### src/rtl/hazard_scoreboard.sv
// rtl/hazard_scoreboard.sv - per-register pending-latency scoreboard with mop sequencer
// Optional event counters are built when HAZARD_STAT_EN is defined.
module hazard_scoreboard #(
  parameter int REG_W = 6,
  parameter int LAT_W = 3,
  parameter int MOP_W = 4
) (
  input  logic             clk,
  input  logic             rst,
  input  logic             id_valid,
  input  logic [REG_W-1:0] id_rs1,
  input  logic [REG_W-1:0] id_rs2,
  input  logic             id_rs1_used,
  input  logic             id_rs2_used,
  input  logic [REG_W-1:0] id_rd,
  input  logic             id_rd_we,
  input  logic [LAT_W-1:0] id_lat,
  input  logic [MOP_W-1:0] id_mop_len,
  input  logic             br_ctrl,
  output logic             raw_stall,
  output logic             waw_stall,
  output logic             mop_stall,
  output logic             stall,
  output logic             flush,
  output logic             issue,
  output logic [31:0]      stat_load,
  output logic [31:0]      stat_mop,
  output logic [31:0]      stat_flush
);

  localparam int NREG = 1 << REG_W;

  logic [LAT_W-1:0] cnt_q [NREG];
  logic [LAT_W-1:0] cnt_d [NREG];
  logic [MOP_W-1:0] mop_cnt_q, mop_cnt_d;
  logic             rs1_hit, rs2_hit, rd_track;

  // x0 is hardwired, so it never participates in a hazard.
  assign rs1_hit  = id_rs1_used && (id_rs1 != '0) && (cnt_q[id_rs1] != '0);
  assign rs2_hit  = id_rs2_used && (id_rs2 != '0) && (cnt_q[id_rs2] != '0);
  assign rd_track = id_rd_we && (id_rd != '0);

  assign raw_stall = id_valid && (rs1_hit || rs2_hit);
  assign waw_stall = id_valid && rd_track && (cnt_q[id_rd] > id_lat);
  assign mop_stall = (mop_cnt_q != '0);
  assign stall     = raw_stall || waw_stall || mop_stall;
  assign flush     = br_ctrl;
  assign issue     = id_valid && !stall && !br_ctrl;

  always_comb begin
    cnt_d[0] = '0;
    for (int r = 1; r < NREG; r++) begin
      if (issue && rd_track && (id_rd == REG_W'(r))) begin
        cnt_d[r] = id_lat;
      end else if (cnt_q[r] != '0) begin
        cnt_d[r] = cnt_q[r] - LAT_W'(1);
      end else begin
        cnt_d[r] = cnt_q[r];
      end
    end
  end

  always_comb begin
    mop_cnt_d = mop_cnt_q;
    if (issue && (id_mop_len != '0)) begin
      mop_cnt_d = id_mop_len;
    end else if (mop_cnt_q != '0) begin
      mop_cnt_d = mop_cnt_q - MOP_W'(1);
    end
  end

  always_ff @(posedge clk or posedge rst) begin
    if (rst) begin
      for (int r = 0; r < NREG; r++) begin
        cnt_q[r] <= '0;
      end
      mop_cnt_q <= '0;
    end else begin
      for (int r = 0; r < NREG; r++) begin
        cnt_q[r] <= cnt_d[r];
      end
      mop_cnt_q <= mop_cnt_d;
    end
  end

`ifdef HAZARD_STAT_EN
  logic [31:0] stat_load_q, stat_load_d;
  logic [31:0] stat_mop_q, stat_mop_d;
  logic [31:0] stat_flush_q, stat_flush_d;

  always_comb begin
    stat_load_d  = stat_load_q + (raw_stall ? 32'd1 : 32'd0);
    stat_mop_d   = stat_mop_q + (mop_stall ? 32'd1 : 32'd0);
    stat_flush_d = stat_flush_q + (br_ctrl ? 32'd1 : 32'd0);
  end

  always_ff @(posedge clk or posedge rst) begin
    if (rst) begin
      stat_load_q  <= '0;
      stat_mop_q   <= '0;
      stat_flush_q <= '0;
    end else begin
      stat_load_q  <= stat_load_d;
      stat_mop_q   <= stat_mop_d;
      stat_flush_q <= stat_flush_d;
    end
  end

  assign stat_load  = stat_load_q;
  assign stat_mop   = stat_mop_q;
  assign stat_flush = stat_flush_q;
`else
  assign stat_load  = 32'd0;
  assign stat_mop   = 32'd0;
  assign stat_flush = 32'd0;
`endif

endmodule
### config.mk
export PLATFORM = sky130hd
export DESIGN_NAME = hazard_scoreboard
export DESIGN_NICKNAME = d
export VERILOG_FILES = /design/src/rtl/hazard_scoreboard.sv
export SDC_FILE = /design/constraint.sdc
export NUM_CORES = 1
export LEC_CHECK = 0
export ABC_AREA = 1
export ABC_CLOCK_PERIOD_IN_PS = 7850
export BUFFER_PORTS_ARGS = -buffer_cell sky130_fd_sc_hd__buf_2
export CAP_MARGIN = 20
export CORE_MARGIN = 5
export CORE_UTILIZATION = 45
export CTS_BUF_LIST = sky130_fd_sc_hd__clkbuf_4 sky130_fd_sc_hd__clkbuf_8 sky130_fd_sc_hd__clkbuf_16
export DETAILED_ROUTE_END_ITERATION = 12
export GPL_TIMING_DRIVEN = 1
export PLACE_DENSITY_LB_ADDON = 0.1
export SLEW_MARGIN = 20
export SYNTH_ARGS = -nofsm -noshare
export SYNTH_HDL_FRONTEND = slang
export SYNTH_SLANG_ARGS = --single-unit
### constraint.sdc
create_clock -name clk -period 7.85 [get_ports clk]
set_clock_uncertainty 0.05 [all_clocks]
set_input_delay 0.3925 -clock clk [delete_from_list [all_inputs] [get_ports clk]]
set_output_delay 0.3925 -clock clk [all_outputs]
set_load 0.01 [all_outputs]
# Word-level counts from Yosys, hierarchy flattened
# Index checks and enable logic that the tools add are counted.
word_totals:
  reg_bits: 193
  input_bits: 32
  out_inout_bits: 102
  word_cells: 549
op_classes:
  add_sub_neg: 64
  order_cmp: 4
  n_eq_ne: 63
  n_mux: 137
  n_bitwise: 3
  reduce_logical: 214
op_table:
  columns: ["operator", "n"]
  rows:
  - ["3-bit 2-to-1 mux", 132]
  - ["3-bit nonzero test", 65]
  - ["6-bit == test, second input constant", 32]
  - ["3-bit by 1-bit subtractor with 3-bit output, second input constant", 63]
  - ["2-bit nonzero test", 64]
  - ["6-bit by 5-bit == test with 1-bit output, second input constant", 16]
  - ["1-bit logical AND", 75]
  - ["3-bit binary-select mux with 6-bit select", 3]
  - ["6-bit by 4-bit == test with 1-bit output, second input constant", 8]
  - ["6-bit by 3-bit == test with 1-bit output, second input constant", 4]
  - ["7-bit >= comparator, second input constant", 3]
  - ["6-bit inverter with 7-bit output", 3]
  - ["6-bit nonzero test", 3]
  - ["6-bit by 2-bit == test with 1-bit output, second input constant", 2]
  - ["4-bit 2-to-1 mux", 2]
  - ["4-bit nonzero test", 2]
  - ["6-bit by 1-bit == test with 1-bit output, second input constant", 1]
  - ["4-bit by 1-bit subtractor with 4-bit output, second input constant", 1]
  - ["3-bit > comparator", 1]
  - ["1-bit logical OR", 3]
  - ["1-bit logical NOT", 2]

# Logic depth before layout (Yosys ltp)
depth:
  ltp_word: 16
  depth_mapped: 22
  ltp_nobuf: 21

# Least setup slack after synthesis
# No wires, ideal clock.
synth_timing:
  path_kind: "input to register"
  startpoint: "input port id_rd[1]"
  endpoint: "register cnt_q[121] (netlist bit)"
  setup_ps: 113
  arrival_ps: 3250
  t_required_ps: 7687
  slack_ps: 4437
  path_stages: 19
  path_buffers: 4
  path_cell_list: "inv_1 -> nand2_1 -> clkbuf_1 -> clkbuf_1 -> o22ai_1 -> o21ai_0 -> nand4_1 -> a221oi_1 -> ha_1 -> nand3_1 -> nand3_1 -> a21oi_1 -> nor2_2 -> nand4_4 -> buf_6 -> clkbuf_1 -> o2bb2ai_1 -> nand2_1 -> inv_1"
synth_via:
  elab_chain_cells: 14
  elab_cells_between_ends: 19
  cone_classes: "1 x order compare; 1 x eq/ne; 4 x mux; 1 x bitwise; 12 x reduce/logical"
synth_lines:
  columns: ["element", "line_no", "rtl"]
  rows:
  - ["start, declared", "15", "input logic [REG_W-1:0] id_rd,"]
  - ["6-bit inverter with 7-bit output (not written as such)", "44", "assign waw_stall = id_valid && rd_track && (cnt_q[id_rd] > id_lat);"]
  - ["3-bit binary-select mux with 6-bit select", "44", null]
  - ["3-bit 2-to-1 mux (not written as such) (2 in series)", "44", null]
  - ["3-bit > comparator", "44", null]
  - ["1-bit logical AND *", "44", null]
  - ["via waw_stall", "21", "output logic waw_stall,"]
  - ["1-bit logical OR * (2 in series)", "46", "assign stall = raw_stall || waw_stall || mop_stall;"]
  - ["1-bit logical NOT *", "48", "assign issue = id_valid && !stall && !br_ctrl;"]
  - ["1-bit logical AND * (2 in series)", "48", null]
  - ["1-bit logical AND * (2 in series)", "53", "if (issue && rd_track && (id_rd == REG_W'(r))) begin"]
  - ["3-bit 2-to-1 mux / 2-bit nonzero test (equally long branches)", null, null]
  - ["end signal, assigned by index", "80", "cnt_q[r] <= cnt_d[r];"]
  - ["end, declared", "33", "logic [LAT_W-1:0] cnt_q [NREG];"]
# The timed path passes the listed nets; every way through them passes the cells marked *. The select of a mux whose other input is x is not followed.
# A chain may end at the register's enable or synchronous reset.

# Final worst setup path
layout_timing:
  startpoint: "input port id_rd[1]"
  endpoint: "register cnt_q[157] (netlist bit)"
layout_via:
  elab_chain_cells: 14
  elab_cells_between_ends: 19
  cone_classes: "1 x order compare; 1 x eq/ne; 4 x mux; 1 x bitwise; 12 x reduce/logical"
layout_lines:
  columns: ["element", "line_no"]
  rows:
  - ["6-bit inverter with 7-bit output (not written as such)", "44"]
  - ["3-bit binary-select mux with 6-bit select", "44"]
  - ["3-bit 2-to-1 mux (not written as such) (2 in series)", "44"]
  - ["3-bit > comparator", "44"]
  - ["1-bit logical AND", "44"]
  - ["1-bit logical OR (2 in series)", "46"]
  - ["1-bit logical NOT", "48"]
  - ["1-bit logical AND (2 in series)", "48"]
  - ["1-bit logical AND", "53"]
  - ["1-bit logical AND *", "53"]
  - ["3-bit 2-to-1 mux / 2-bit nonzero test (equally long branches)", null]
# Mark *: on every way between the ends. The rest lies on a longest branch, timed or not. The select of a mux whose other input is x is not followed.

==> reports/metrics.csv <==
metric,value,unit
"Top FF cell, synth",dfrtp_1,
fmax,0.194,GHz
Crit path largest cell delay,0.77,ns
Clock Path Buffers,2,
CTS sink count,193,
register bit total from synthesis,193,
worst-skew pair later-pin latency,0.52,ns
Die Y-Extent,212,µm
Critical Path Start Type,input port,
global route overflow,0,
Max Slew Vio Count,0,
post-layout min period,5.16,ns
fin cells,3316,
DRC,0,
first-pass GRT wire length,103000,µm
fin nets,2934,
CP Launch Point,id_rd[1],
"Core Util, Final",0.474,
PD cells,372,nW/µm²
Syn Area/Cell,6.59,µm²
share of layout cells above drive strength 1,0.0550,
# IOs,134,
Synth area leaders,"dfrtp_1, nand2_1, ha_1, inv_1, nand3_1",
GP Congestion,0.970,
Inserted Clock Buffers,17,
vias in the first global route,17500,
worst r2r src,cnt_q[41],
RSZ-0062 raised after global routing,false,
"Hold Violations, Final",0,
synth unique cells,41,
Max transition margin,0.245,
"Setup Fix Bufs, Post-CTS",0,
number of synthesized flops with an enable pin,0,
Placed Cells,3282,
Post-Place Setup Slack,2.36,ns
Pre-Repair DR Iteration Count,7,
Cells after Synth,2797,
post-route ant nets,0,
crit path kind,input port to flip-flop,
number of max-cap violations,0,
critical-path cell list,buf_2 -> inv_1 -> nand2_2 -> buf_4 -> inv_1 -> nand2_1 -> o21ai_0 -> o21ai_0 -> a41oi_1 -> a221oi_1 -> o21ai_0 -> ha_1 -> a21oi_1 -> a21oi_1 -> nor2_2 -> nand4_4 -> buf_4 -> nor2_1 -> nand3_1 -> nand2_1 -> inv_1,
Hold Crit Class,input port to flip-flop,
Buffers on Ports,37,
CP max-delay cell,nor2_1,
htree depth,4,
TritonCTS clock tree,done,
# diodes,0,
ys async rst share,1.00,
largest net degree at the start of global routing,76,
final period utilization,0.658,
Initial Utilization,0.454,
dpl hpwl,46200,µm
Worst Tran Pin Value,1.13,ns
Vias per Instance,5.64,
WL/cell,20.4,µm
critical-path maximum fanout,35,
starting DRC count in detailed routing,2074,
clock slew at reported path FFs,0.08,ns
P&R area growth vs syn,4.44,%
drt total wl,67600,µm
Ys Warns,0,
Hold Path Origin,id_mop_len[3],
critical path required time,8.21,ns
sequential area share after synthesis,0.262,
Total Neg Setup Slack,0,ns
Hold Slack,0.0516,ns
via count,18700,
most area-hungry cell type in the Yosys netlist,dfrtp_1,
Die W,212,µm
outcome,"finished, final reports clean",
critical path arrival,5.52,ns
cell row count,74,
synthesized cell area,18400,µm²
GRT Overall Usage,0.297,
Leak,10.1,nW
Finish-stage setup viols,0,
Max IR drop VDD,0.173,mV
CTS root buf,clkbuf_16,
top-area cell type share of the netlist area,0.262,
CORE AREA,40600,µm²
die area,45100,µm²
CP endpoint kind,flip-flop,
fin worst setup slack,2.69,ns
antenna violations before repair,0,
## Yosys cell counts, drive strengths merged (50+ instances only)
| master | number |
|---|---|
| a21oi | 108 |
| buf | 160 |
| clkbuf | 50 |
| dfrtp | 193 |
| ha | 131 |
| inv | 438 |
| nand2 | 656 |
| nand3 | 317 |
| nand4 | 52 |
| nor2 | 251 |
| o21ai | 168 |
| o22ai | 85 |
| xor2 | 86 |
## cell usage in the layout, fill, tap and decap left out, drive strengths merged, types with 52 or more instances in the layout
cell type	synthesis	final
conb	1	96
a21oi	108	108
buf	160	69
o21ai	168	168
dfrtp	193	193
nand3	317	317
nand2	656	656
o22ai	85	85
nor2	251	251
ha	131	131
inv	438	444
nand4	52	52
xor2	86	86
## worst paths after layout
check,end,slack [ns],cells past startpoint
worst max-delay path,cnt_q[157],2.69,21
worst min-delay path,mop_cnt_q[3],0.05,3
worst min register to register,mop_cnt_q[0],0.45,2
min in group asynchronous,cnt_q[97],0.44,3
worst max register to register,cnt_q[157],3.20,16
max in group asynchronous,mop_cnt_q[2],5.92,4
## critical path: cells and delay by family
family,cells,cell delay [ns]
buffers and inverters,6,1.24
and+or+nand+nor,7,1.90
AOI/OAI and AO/OA,7,1.60
adders and majority gates,1,0.33
## flip-flops by register name (all words and copies together), names as in the netlist
name       count
cnt_q        189
mop_cnt_q      4
## per-layer routing
layer	vias up	wire, µm	global-route usage
met5	-	0	0
met4	0	2980	0.132
met3	203	7080	0.0663
met2	996	29300	0.453
met1	8722	28200	0.403
li1	8792	-	-
## kinds of logic after synthesis
group,count (synthesis),share of synthesized area
buf+inv,650,0.160
mux,16,0.00882
compound gates,430,0.135
fa+ha+maj,131,0.0889
xor+xnor,87,0.0413
other cells,1,0.000203
flops,193,0.262
simple gates,1289,0.304
## what timing repair did
action,4_1_cts,5_1_grt
endpoints found under the hold margin,73,0
resized for setup,0,0
hold buffers,1,0
## layout make-up
| cell class | count | area, µm² |
|---|---|---|
| Inverter | 440 | 1660 |
| Sequential cell | 193 | 4830 |
| Fill cell | 4211 | 21400 |
| Clock buffer | 18 | 439 |
| Timing Repair Buffer | 70 | 448 |
| Multi-Input combinational cell | 2049 | 11000 |
| Clock inverter | 14 | 176 |
| Tap cell | 532 | 666 |
## where the power goes
| group | internal [mW] | switching [mW] |
|---|---|---|
| clock network | 0.514 | 0.464 |
| registers | 1.55 | 0.373 |
| logic | 1.58 | 2.69 |
| total | 3.64 | 3.52 |
## per-stage QoR
stage,cell area (µm²),power [mW]
after detailed placement,18600,6.12
after floorplan,18800,5.17
after global placement,18600,6.00
after global routing,19300,7.92
after CTS,19200,7.13
final,19300,7.16
(Power assumes the default switching activity.)
